$ cat src/rtl/da_if_mode_ctrl.sv
// DA test interface mode controller: NORMAL / suspend ramp / ATPG sequencing
// of DA_test1..DA_test4. It keeps a software shadow of the normal-mode
// values and ramps the 4-bit trim one code per settle interval on suspend
// entry and exit.
//
// state     | meaning
// ----------+----------------------------------------------------------
// NORMAL    | DA outputs follow the shadow register
// RAMP_DN   | test4 stepping toward 0, test1..3 parked at 1,0,0
// SUSPEND   | outputs parked at 1,0,0,0, susp_ack high
// RAMP_UP   | test4 stepping toward the live shadow test4
// ATPG      | outputs forced to 1,0,0,0, no ramp
module da_if_mode_ctrl #(
  parameter int unsigned SETTLE_CYC = 4,
  parameter logic [3:0]  T4_POR     = 4'd3
) (
  input  logic       clk,
  input  logic       rstb,
  input  logic       atpg,
  input  logic       susp,
  input  logic       cfg_wr,
  input  logic [6:0] cfg_wdata,
  output logic       DA_test1,
  output logic       DA_test2,
  output logic       DA_test3,
  output logic [3:0] DA_test4,
  output logic       susp_ack,
  output logic       busy
);

  typedef enum logic [2:0] {
    S_NORMAL,
    S_RAMP_DN,
    S_SUSPEND,
    S_RAMP_UP,
    S_ATPG
  } state_t;

  localparam logic [7:0] TIMER_LAST = 8'(SETTLE_CYC - 1);
  localparam logic [6:0] SHADOW_POR = {T4_POR, 1'b0, 1'b0, 1'b1};

  state_t     state, state_nxt;
  logic [7:0] timer, timer_nxt;
  logic [6:0] shadow, shadow_nxt;
  logic       t1_nxt, t2_nxt, t3_nxt;
  logic [3:0] t4_nxt;
  logic       ack_nxt, busy_nxt;
  logic       tc;

  // Register stage: state, timer, shadow and all outputs.
  always_ff @(posedge clk) begin
    if (!rstb) begin
      state    <= S_NORMAL;
      timer    <= '0;
      shadow   <= SHADOW_POR;
      DA_test1 <= 1'b1;
      DA_test2 <= 1'b0;
      DA_test3 <= 1'b0;
      DA_test4 <= T4_POR;
      susp_ack <= 1'b0;
      busy     <= 1'b0;
    end else begin
      state    <= state_nxt;
      timer    <= timer_nxt;
      shadow   <= shadow_nxt;
      DA_test1 <= t1_nxt;
      DA_test2 <= t2_nxt;
      DA_test3 <= t3_nxt;
      DA_test4 <= t4_nxt;
      susp_ack <= ack_nxt;
      busy     <= busy_nxt;
    end
  end

  // Next-state, timer and output decode; atpg overrides everything but reset.
  always_comb begin
    state_nxt  = state;
    timer_nxt  = timer;
    shadow_nxt = cfg_wr ? cfg_wdata : shadow;
    t1_nxt     = DA_test1;
    t2_nxt     = DA_test2;
    t3_nxt     = DA_test3;
    t4_nxt     = DA_test4;
    tc         = (timer == TIMER_LAST);

    if (atpg) begin
      state_nxt = S_ATPG;
      timer_nxt = '0;
      t1_nxt    = 1'b1;
      t2_nxt    = 1'b0;
      t3_nxt    = 1'b0;
      t4_nxt    = 4'd0;
    end else begin
      case (state)
        S_NORMAL: begin
          if (susp) begin
            state_nxt = S_RAMP_DN;
            timer_nxt = '0;
            t1_nxt    = 1'b1;
            t2_nxt    = 1'b0;
            t3_nxt    = 1'b0;
          end else begin
            t1_nxt = shadow[0];
            t2_nxt = shadow[1];
            t3_nxt = shadow[2];
            t4_nxt = shadow[6:3];
          end
        end
        S_RAMP_DN: begin
          if (!susp) begin
            state_nxt = S_RAMP_UP;
            timer_nxt = '0;
          end else if (tc) begin
            timer_nxt = '0;
            if (DA_test4 == 4'd0) state_nxt = S_SUSPEND;
            else                  t4_nxt    = DA_test4 - 4'd1;
          end else begin
            timer_nxt = timer + 8'd1;
          end
        end
        S_SUSPEND: begin
          t1_nxt = 1'b1;
          t2_nxt = 1'b0;
          t3_nxt = 1'b0;
          t4_nxt = 4'd0;
          if (!susp) begin
            state_nxt = S_RAMP_UP;
            timer_nxt = '0;
          end
        end
        S_RAMP_UP: begin
          if (susp) begin
            state_nxt = S_RAMP_DN;
            timer_nxt = '0;
          end else if (tc) begin
            timer_nxt = '0;
            if (DA_test4 == shadow[6:3]) begin
              state_nxt = S_NORMAL;
              t1_nxt    = shadow[0];
              t2_nxt    = shadow[1];
              t3_nxt    = shadow[2];
            end else if (DA_test4 < shadow[6:3]) begin
              t4_nxt = DA_test4 + 4'd1;
            end else begin
              t4_nxt = DA_test4 - 4'd1;
            end
          end else begin
            timer_nxt = timer + 8'd1;
          end
        end
        S_ATPG: begin
          timer_nxt = '0;
          t4_nxt    = 4'd0;
          state_nxt = susp ? S_SUSPEND : S_RAMP_UP;
        end
        default: begin
          state_nxt = S_NORMAL;
          timer_nxt = '0;
        end
      endcase
    end

    ack_nxt  = (state_nxt == S_SUSPEND);
    busy_nxt = (state_nxt == S_RAMP_DN) || (state_nxt == S_RAMP_UP);
  end

endmodule

$ cat config.mk
export PLATFORM = sky130hd
export DESIGN_NAME = da_if_mode_ctrl
export DESIGN_NICKNAME = d
export VERILOG_FILES = /design/src/rtl/da_if_mode_ctrl.sv
export SDC_FILE = /design/constraint.sdc
export NUM_CORES = 1
export LEC_CHECK = 0
export ABC_AREA = 1
export BUFFER_PORTS_ARGS = -buffer_cell sky130_fd_sc_hd__buf_2
export CELL_PAD_IN_SITES_DETAIL_PLACEMENT = 1
export CELL_PAD_IN_SITES_GLOBAL_PLACEMENT = 2
export CORE_MARGIN = 4
export CORE_UTILIZATION = 33
export CTS_CLUSTER_SIZE = 25
export DETAILED_ROUTE_END_ITERATION = 10
export PLACE_DENSITY = 0.81
export SYNTH_ARGS = -nofsm -noshare
export SYNTH_HDL_FRONTEND = slang
export SYNTH_SLANG_ARGS = --single-unit
$ cat constraint.sdc
create_clock -name clk -period 2.73 [get_ports clk]
set_input_delay 0.273 -clock clk [delete_from_list [all_inputs] [get_ports clk]]
set_output_delay 0.273 -clock clk [all_outputs]
set_load 0.1 [all_outputs]
Yosys cells after proc, flatten, opt, wreduce, memory -nomap -nowiden
Index checks and enable logic that the tools add are counted.

word-level totals
  register bits = 27
  input bits = 12
  logic and storage cells = 95

operators by class
  $add $sub $neg = 3
  $lt $le $gt $ge = 1
  equality and inequality tests = 26
  multiplexer cells = 42
  bitwise logic cells = 1
  reduce and logical (&&, ||, !) cells = 12

operators with widths
  cell                   count
  $mux W8                5
  $mux W4                8
  $pmux W8 S4            1
  $mux W3                9
  $ne A3 B3 Y1 const B   7
  $ne A2 B2 Y1 const B   10
  $pmux W4 S4            1
  $reduce_and A8 Y1      2
  $pmux W3 S5            1
  $mux W1                13
  $eq A3 B2 Y1 const B   4
  $pmux W1 S3            3
  $add A8 B1 Y8 const B  1
  $eq A8 B2 Y1 const B   1
  $eq A3 B1 Y1 const B   2
  $reduce_bool A5 Y1     1
  $add A4 B1 Y4 const B  1
  $eq A4 B4 Y1           1
  $logic_not A4 Y1       1
  $lt A4 B4 Y1           1
  $reduce_and A4 Y1      1
  $reduce_bool A4 Y1     1
  $reduce_or A2 Y1       2
  $sub A4 B1 Y4 const B  1
  other kinds (7)        7

Longest topological paths before layout
Gate-level depths: netlist (run 1).

  depth after elaboration = 8
  gate-level depth with buffers = 12
  depth with buffers taken out = 12

Worst setup path before layout (run 1)
OpenSTA, ideal clock, no wires.

  path kind = register -> register
  start = register DA_test4[0]
  end = register DA_test1
  library setup time = 125 ps
  arrival = 2198 ps
  setup slack = 407 ps
  cell stages (with the launch flop) = 10
  period minus slack after synthesis = 2323 ps
  path through = dfxtp_1 inv_1 ha_1 nand2_1 nor2_1 a21oi_1 nor2_1 inv_2 nand2_1 nand3_1

on the way
  cells in the longest elaborated chain, start to end = 3

ends and longest elaborated chain
  element                      line  RTL
  start, declared              26    output logic [3:0] DA_test4,
  start signal, assigned       69    DA_test4 <= t4_nxt;
  $eq A4 B4 Y1                 137   if (DA_test4 == shadow[6:3]) begin
  $ne A2 B2 Y1 (no line)       n/a
  $reduce_and A4 Y1 (no line)  n/a
  end signal, assigned         66    DA_test1 <= t1_nxt;
  end, declared                23    output logic DA_test1,

Every way passes these cells.
A chain may end at the register's enable or synchronous reset.

Final worst setup path (run 1)
  start = register DA_test4[0]
  end = register DA_test2

on the way
  cells in the longest elaborated chain, start to end = 3

ends and longest elaborated chain
  element                      line  RTL
  $eq A4 B4 Y1                 137
  $ne A2 B2 Y1 (no line)       n/a
  $reduce_and A4 Y1 (no line)  n/a
  end signal, assigned         67    DA_test2 <= t2_nxt;
  end, declared                24    output logic DA_test2,

Every way passes these cells.

==> metrics, run 1 <==
outcome=finished clean; die height=77.09 µm; cell taking the most area after synthesis=dfxtp_1; setup TNS=0 ns; setup violators final=0; Synth top cells by count=nand2_1, inv_1, dfxtp_1, nand3_1, nor2_1; Place WS=0.9626 ns; vias in the first global route=1623; vias per cell=5.038; critical path endpoint category=flop; FP Rows=24; I/O Buffers=20; final worst slack=0.9248 ns; total CTS buffers=3; leak pwr=0.8524 nW; max-slew violation count=0; Max VDD drop=217.3 µV; H-tree levels=1; Post-DP HPWL=3383 µm; first-pass GRT wire length=7472 µm; Synth async-reset ratio=0%; Setup Skew=0.002438 ns; CTS Sinks=27; Worst Hold Class=primary input to flop; CTS Hold Bufs=0; PostCTS Resize Cnt=0; crit path kind=flop to flop; core area=4474 µm²; crit start category=flop; CP Data Arrival Time=2.01 ns; max_slew headroom=67.60%; largest net degree at the start of global routing=15; clk_lat worst skew=0.27 ns; Post-synth EDFFs=0; maxcap violations=0; worst-margin pin slew=0.4894 ns; Netlist cell types=25; initial antenna violation count=0; drc violations=0; fraction of layout cells with a size suffix above 1=17.18%; die width=77.09 µm; register area share after synthesis=34.31%; final hold vios=0; most common cell in the netlist=nand2_1; count of warnings emitted by yosys=0; RSZ-0062 raised after global routing=false; Syn Nets=258; CTS tree=yes; GRT overflow=0; Synth-to-Final Area Change=13.19%; Routed WL per cell=13.39 µm; Post-Route WL=4204 µm; share of the synthesized area in the top cell type=34.31%; Required @ worst endpoint=2.94 ns; routability cong.=0.7936; Max Root-Sink Buffers=2; first drt pass iteration count=4; minimum clock period=1.805 ns; DRT antenna net count=0; clk root buf=clkbuf_8; Main synth FF type=dfxtp_1; pwr/cell area=513.5 nW/µm²; nets=282; Synth area leaders=dfxtp_1, nand2_1, nand3_1; Setup Buffers After CTS=0; Avg Cell Area, Syn=6.591 µm²; Cells after Synth=239; GRT Overall Usage=15.14%; Min Hold Slack=0.2137 ns; critical-path maximum fanout=7; Reg clk slew, reported paths=0.09 ns; die area=5943 µm²; Max Fclk=0.5540 GHz; routed vias=1582; Seq cells post-synth=27; crit share post-route=66.12%; Ports=21; Starting Density=35.21%; ant diodes=0; Netlist Area Pre-Place=1575 µm²; Detailed Route Iter0 Violations=30
-- final cells by class --
type	count	area, µm²
clock buffers	4	45.04
fillers	600	2691
inverters	32	120.1
multi-input cells	178	904.6
flip-flops and latches	27	540.5
well taps	52	65.06
repair buffers	21	107.6
-- report_power, final --
part | switching (W) | leakage, nW | internal, W
Sequential | 0.0000203 | 0.221 | 0.000412
Combinational | 0.000184 | 0.608 | 0.0000711
Clock | 0.000124 | 0.0228 | 0.000105
-- sequential cells by signal (all words and copies together) (netlist names) --
name / flops
busy: 1
susp_ack: 1
DA_test2: 1
timer: 8
DA_test3: 1
shadow: 7
DA_test1: 1
state: 3
DA_test4: 4
-- path summary, 6_finish.rpt --
path	startpoint	endpoint	slack, ns	cells past startpoint
worst max-delay path	DA_test4[0]	DA_test2	0.92	8
worst min-delay path	cfg_wdata[0]	shadow[0]	0.21	3
worst max register to register	DA_test4[0]	DA_test2	0.92	8
worst min register to register	DA_test3	DA_test3	0.47	2
-- logic make-up (layout without fill, tap and decap cells) --
family / Yosys count / in the layout / synth area share [%]
simple gates: 135 / 135 / 39.55
buf+inv: 34 / 57 / 8.260
compound gates: 33 / 33 / 10.64
flops: 27 / 27 / 34.31
fa+ha+maj: 7 / 7 / 5.560
xor+xnor: 3 / 3 / 1.668
-- layout by cell type (no fill, tap or decap), types with 2 or more instances in the layout --
cell type and n:
a21oi_1 17, buf_2 20, clkbuf_8 3, dfxtp_1 27, ha_1 7, inv_1 28
inv_2 4, nand2_1 61, nand2_2 3, nand2_4 2, nand3_1 27, nand4_1 4
nor2_1 25, nor2_2 6, o21ai_0 12, o21ai_1 2, or2_2 2, xnor2_1 2
-- metal layers --
| layer | global-route usage, % | up-vias | part of all wire [%] |
|---|---|---|---|
| li1 | - | 813 | - |
| met1 | 19.97 | 746 | 49 |
| met2 | 25.70 | 17 | 48 |
| met3 | 2.693 | 6 | 2.9 |
| met4 | 3.381 | 0 | 0.95 |
| met5 | 0 | - | 0 |
-- worst max-delay path, stage by stage (launching register included) --
cell and delay (ns):
dfxtp_1 0.45, inv_1 0.13, ha_1 0.29, nand2_1 0.05, nor2_1 0.18, a21oi_1 0.10
nor2_1 0.27, nand3_1 0.12, a21oi_1 0.15
-- stage by stage --
stage | instance area (µm²) | power (W) | std cells | utilization, %
global placement | 1738 | 0.0006979 | 310 | 38.84
floorplan | 1575 | 0.0006338 | 239 | -
detailed placement | 1738 | 0.0006979 | 310 | 38.84
global route | 1783 | 0.0009765 | 314 | 39.85
CTS | 1783 | 0.0009328 | 314 | 39.85
finish | 1783 | 0.0009156 | 314 | 39.85
Note: power is estimated with default switching activity, not from simulation.
==> run 2, diff against run 1 <==
Settings changed: CORE_UTILIZATION 33 to 31, PLACE_DENSITY 0.81 to 0.77.
Clock period 2.73 ns to 1.7 ns, I/O delays scaled along.
==> metrics, run 2 (synthesized netlist as in run 1, its figures left out) <==
outcome=finished clean; die height=79.29 µm (+2.8%); final hold vios=0 (unchanged); leak pwr=0.8892 nW (+4.3%); Starting Density=32.70% (-2.5 points); area taken by multi-input logic gates=922.1 µm² (+1.9%); ant diodes=0 (unchanged); Top Registers=timer x8, shadow x7, DA_test4 x4; clk_lat worst skew=0.29 ns (+0.02 ns); critical path endpoint category=flop; Max VDD drop=375.6 µV (+73%); Psw=0.0005616 W (+71%); GRT Overall Usage=15.27% (+0.13 points); core area=4817 µm² (+7.7%); Reg clk slew, reported paths=0.11 ns (+0.02 ns); crit share post-route=90.86% (+25 points); DRT antenna net count=0 (unchanged); cell area after layout=1889 µm² (+6.0%); Internal=0.0009635 W (+64%); Routed WL per cell=12.78 µm (-4.5%); Switching Fraction=36.82% (+1.0 points); WL met2=2163 µm (+8.2%); routed vias=1569 (-0.82%); final worst slack=0.1554 ns (-0.7694 ns); CTS Hold Bufs=0 (unchanged); max_slew headroom=67.68% (+0.087 points); initial antenna violation count=0 (unchanged); nets=288 (+2.1%); first drt pass iteration count=4 (unchanged); fraction of layout cells with a size suffix above 1=24.63% (+7.5 points); die area=6286 µm² (+5.8%); Worst R2R Setup Slack=0.16 ns (-0.77 ns); FP Rows=25 (+4.2%); I/O Buffers=20 (unchanged); Clock Power Share=26.1% (+1.2 points); crit start category=flop; FF/Latch Area=560.5 µm² (+3.7%); clk root buf=clkbuf_8; max-slew violation count=0 (unchanged); vias in the first global route=1682 (+3.6%); CTS tree=yes; CP Data Arrival Time=1.72 ns (-0.29 ns); vias per cell=4.684 (-7.0%); routability cong.=0.7651 (-3.6%); largest net degree at the start of global routing=18 (+3); Setup Skew=0.01864 ns (+0.01620 ns); met1 wire length=2022 µm (-0.98%); Post-Route WL=4282 µm (+1.9%); Max Fclk=0.6474 GHz (+17%); minimum clock period=1.545 ns (-0.2606 ns); max reg flops=8 (unchanged); commonest cells after routing, fill and taps aside=nand2_1, inv_1, nand3_1; Fillers=682 (+14%); worst-margin pin slew=0.4881 ns (-0.001316 ns); Worst Hold Class=primary input to flop; GRT overflow=0 (unchanged); Reg power frac=45.4% (-1.8 points); Place WS=0.07589 ns (-0.8867 ns); H-tree levels=1 (unchanged); CTS Sinks=27 (unchanged); pwr/cell area=807.2 nW/µm² (+57%); Ports=21 (unchanged); most common cell after layout, fill and taps aside=nand2_1; Required @ worst endpoint=1.88 ns (-1.06 ns); Top reg by flops=timer; total CTS buffers=3 (unchanged); die width=79.29 µm (+2.8%); critical-path maximum fanout=4 (-3); Detailed Route Iter0 Violations=27 (-10%); combinational share of power=28.5% (+0.6 points); DR WL met3=55 µm (-55%); placed standard-cell area=1802 µm² (+3.7%); setup TNS=0 ns (unchanged); maxcap violations=0 (unchanged); top sig layer=met4; setup violators final=0 (unchanged); Synth-to-Final Area Change=19.94%; Post-DP HPWL=3537 µm (+4.6%); Max Root-Sink Buffers=2 (unchanged); crit path kind=flop to flop; drc violations=0 (unchanged); first-pass GRT wire length=7755 µm (+3.8%)
-- run 2: cell types whose count changed in the layout (fill, tap and decap cells not counted), sizes merged --
cell,previous run,this run
inv,32,33
buf,21,27
clkbuf,4,3
-- run 2: timing repair --
action	4_1_cts	5_1_grt
endpoints found under the setup margin	0	12
buffers inserted	0	2
resized for setup	0	10
-- run 2: power by group through the flow --
stage	clock network [W]	logic [W]	registers, W
final	0.000398	0.000435	0.000692
after floorplan	0	0.000224	0.000795
after detailed placement	0	0.000419	0.000709
after global placement	0	0.000418	0.000709
after global routing	0.000441	0.000495	0.000698
after CTS	0.000414	0.000421	0.000695
-- run 2: final timing paths --
| path | start | endpoint | depth (start not counted) |
|---|---|---|---|
| setup / recovery | shadow[6] | DA_test1 | 9 |
| setup reg to reg | shadow[6] | DA_test1 | 9 |
| hold reg to reg | DA_test2 | DA_test2 | 2 |
| hold / removal | cfg_wdata[3] | shadow[3] | 3 |
-- run 2: cell type report --
type,count,share of cell area (%)
Inverter,32,6.358
Sequential cell,27,29.67
Clock inverter,1,0.4636
Multi-Input combinational cell,178,48.81
Tap cell,67,4.437
Timing Repair Buffer,27,8.079
Clock buffer,3,2.185
-- run 2: critical path, cell delays in order (launching register included) --
cell	delay (ns)
dfxtp_1	0.35
inv_1	0.06
ha_1	0.29
nand2_1	0.09
nor2_2	0.18
a21oi_1	0.10
nor2_2	0.17
inv_2	0.06
nand2_1	0.06
nand3_1	0.08
-- run 2: layer usage --
metal / track usage [%] / up-vias
li1: - / 830
met4: 3.952 / 0
met1: 19.60 / 724
met3: 1.701 / 4
met5: 0 / -
met2: 27.02 / 11
-- run 2: metrics by stage --
step / instances / utilization (%) / hold WS (ns) / power [W]
3_3_place_gp: 329 / 37.40 / 0.3928 / 0.001127
2_1_floorplan: 239 / - / 0.2635 / 0.001019
6_report: 335 / 39.22 / 0.09581 / 0.001525
4_1_cts: 333 / 38.44 / 0.09177 / 0.001530
3_5_place_dp: 329 / 37.40 / 0.3983 / 0.001129
5_1_grt: 335 / 39.22 / 0.1115 / 0.001634
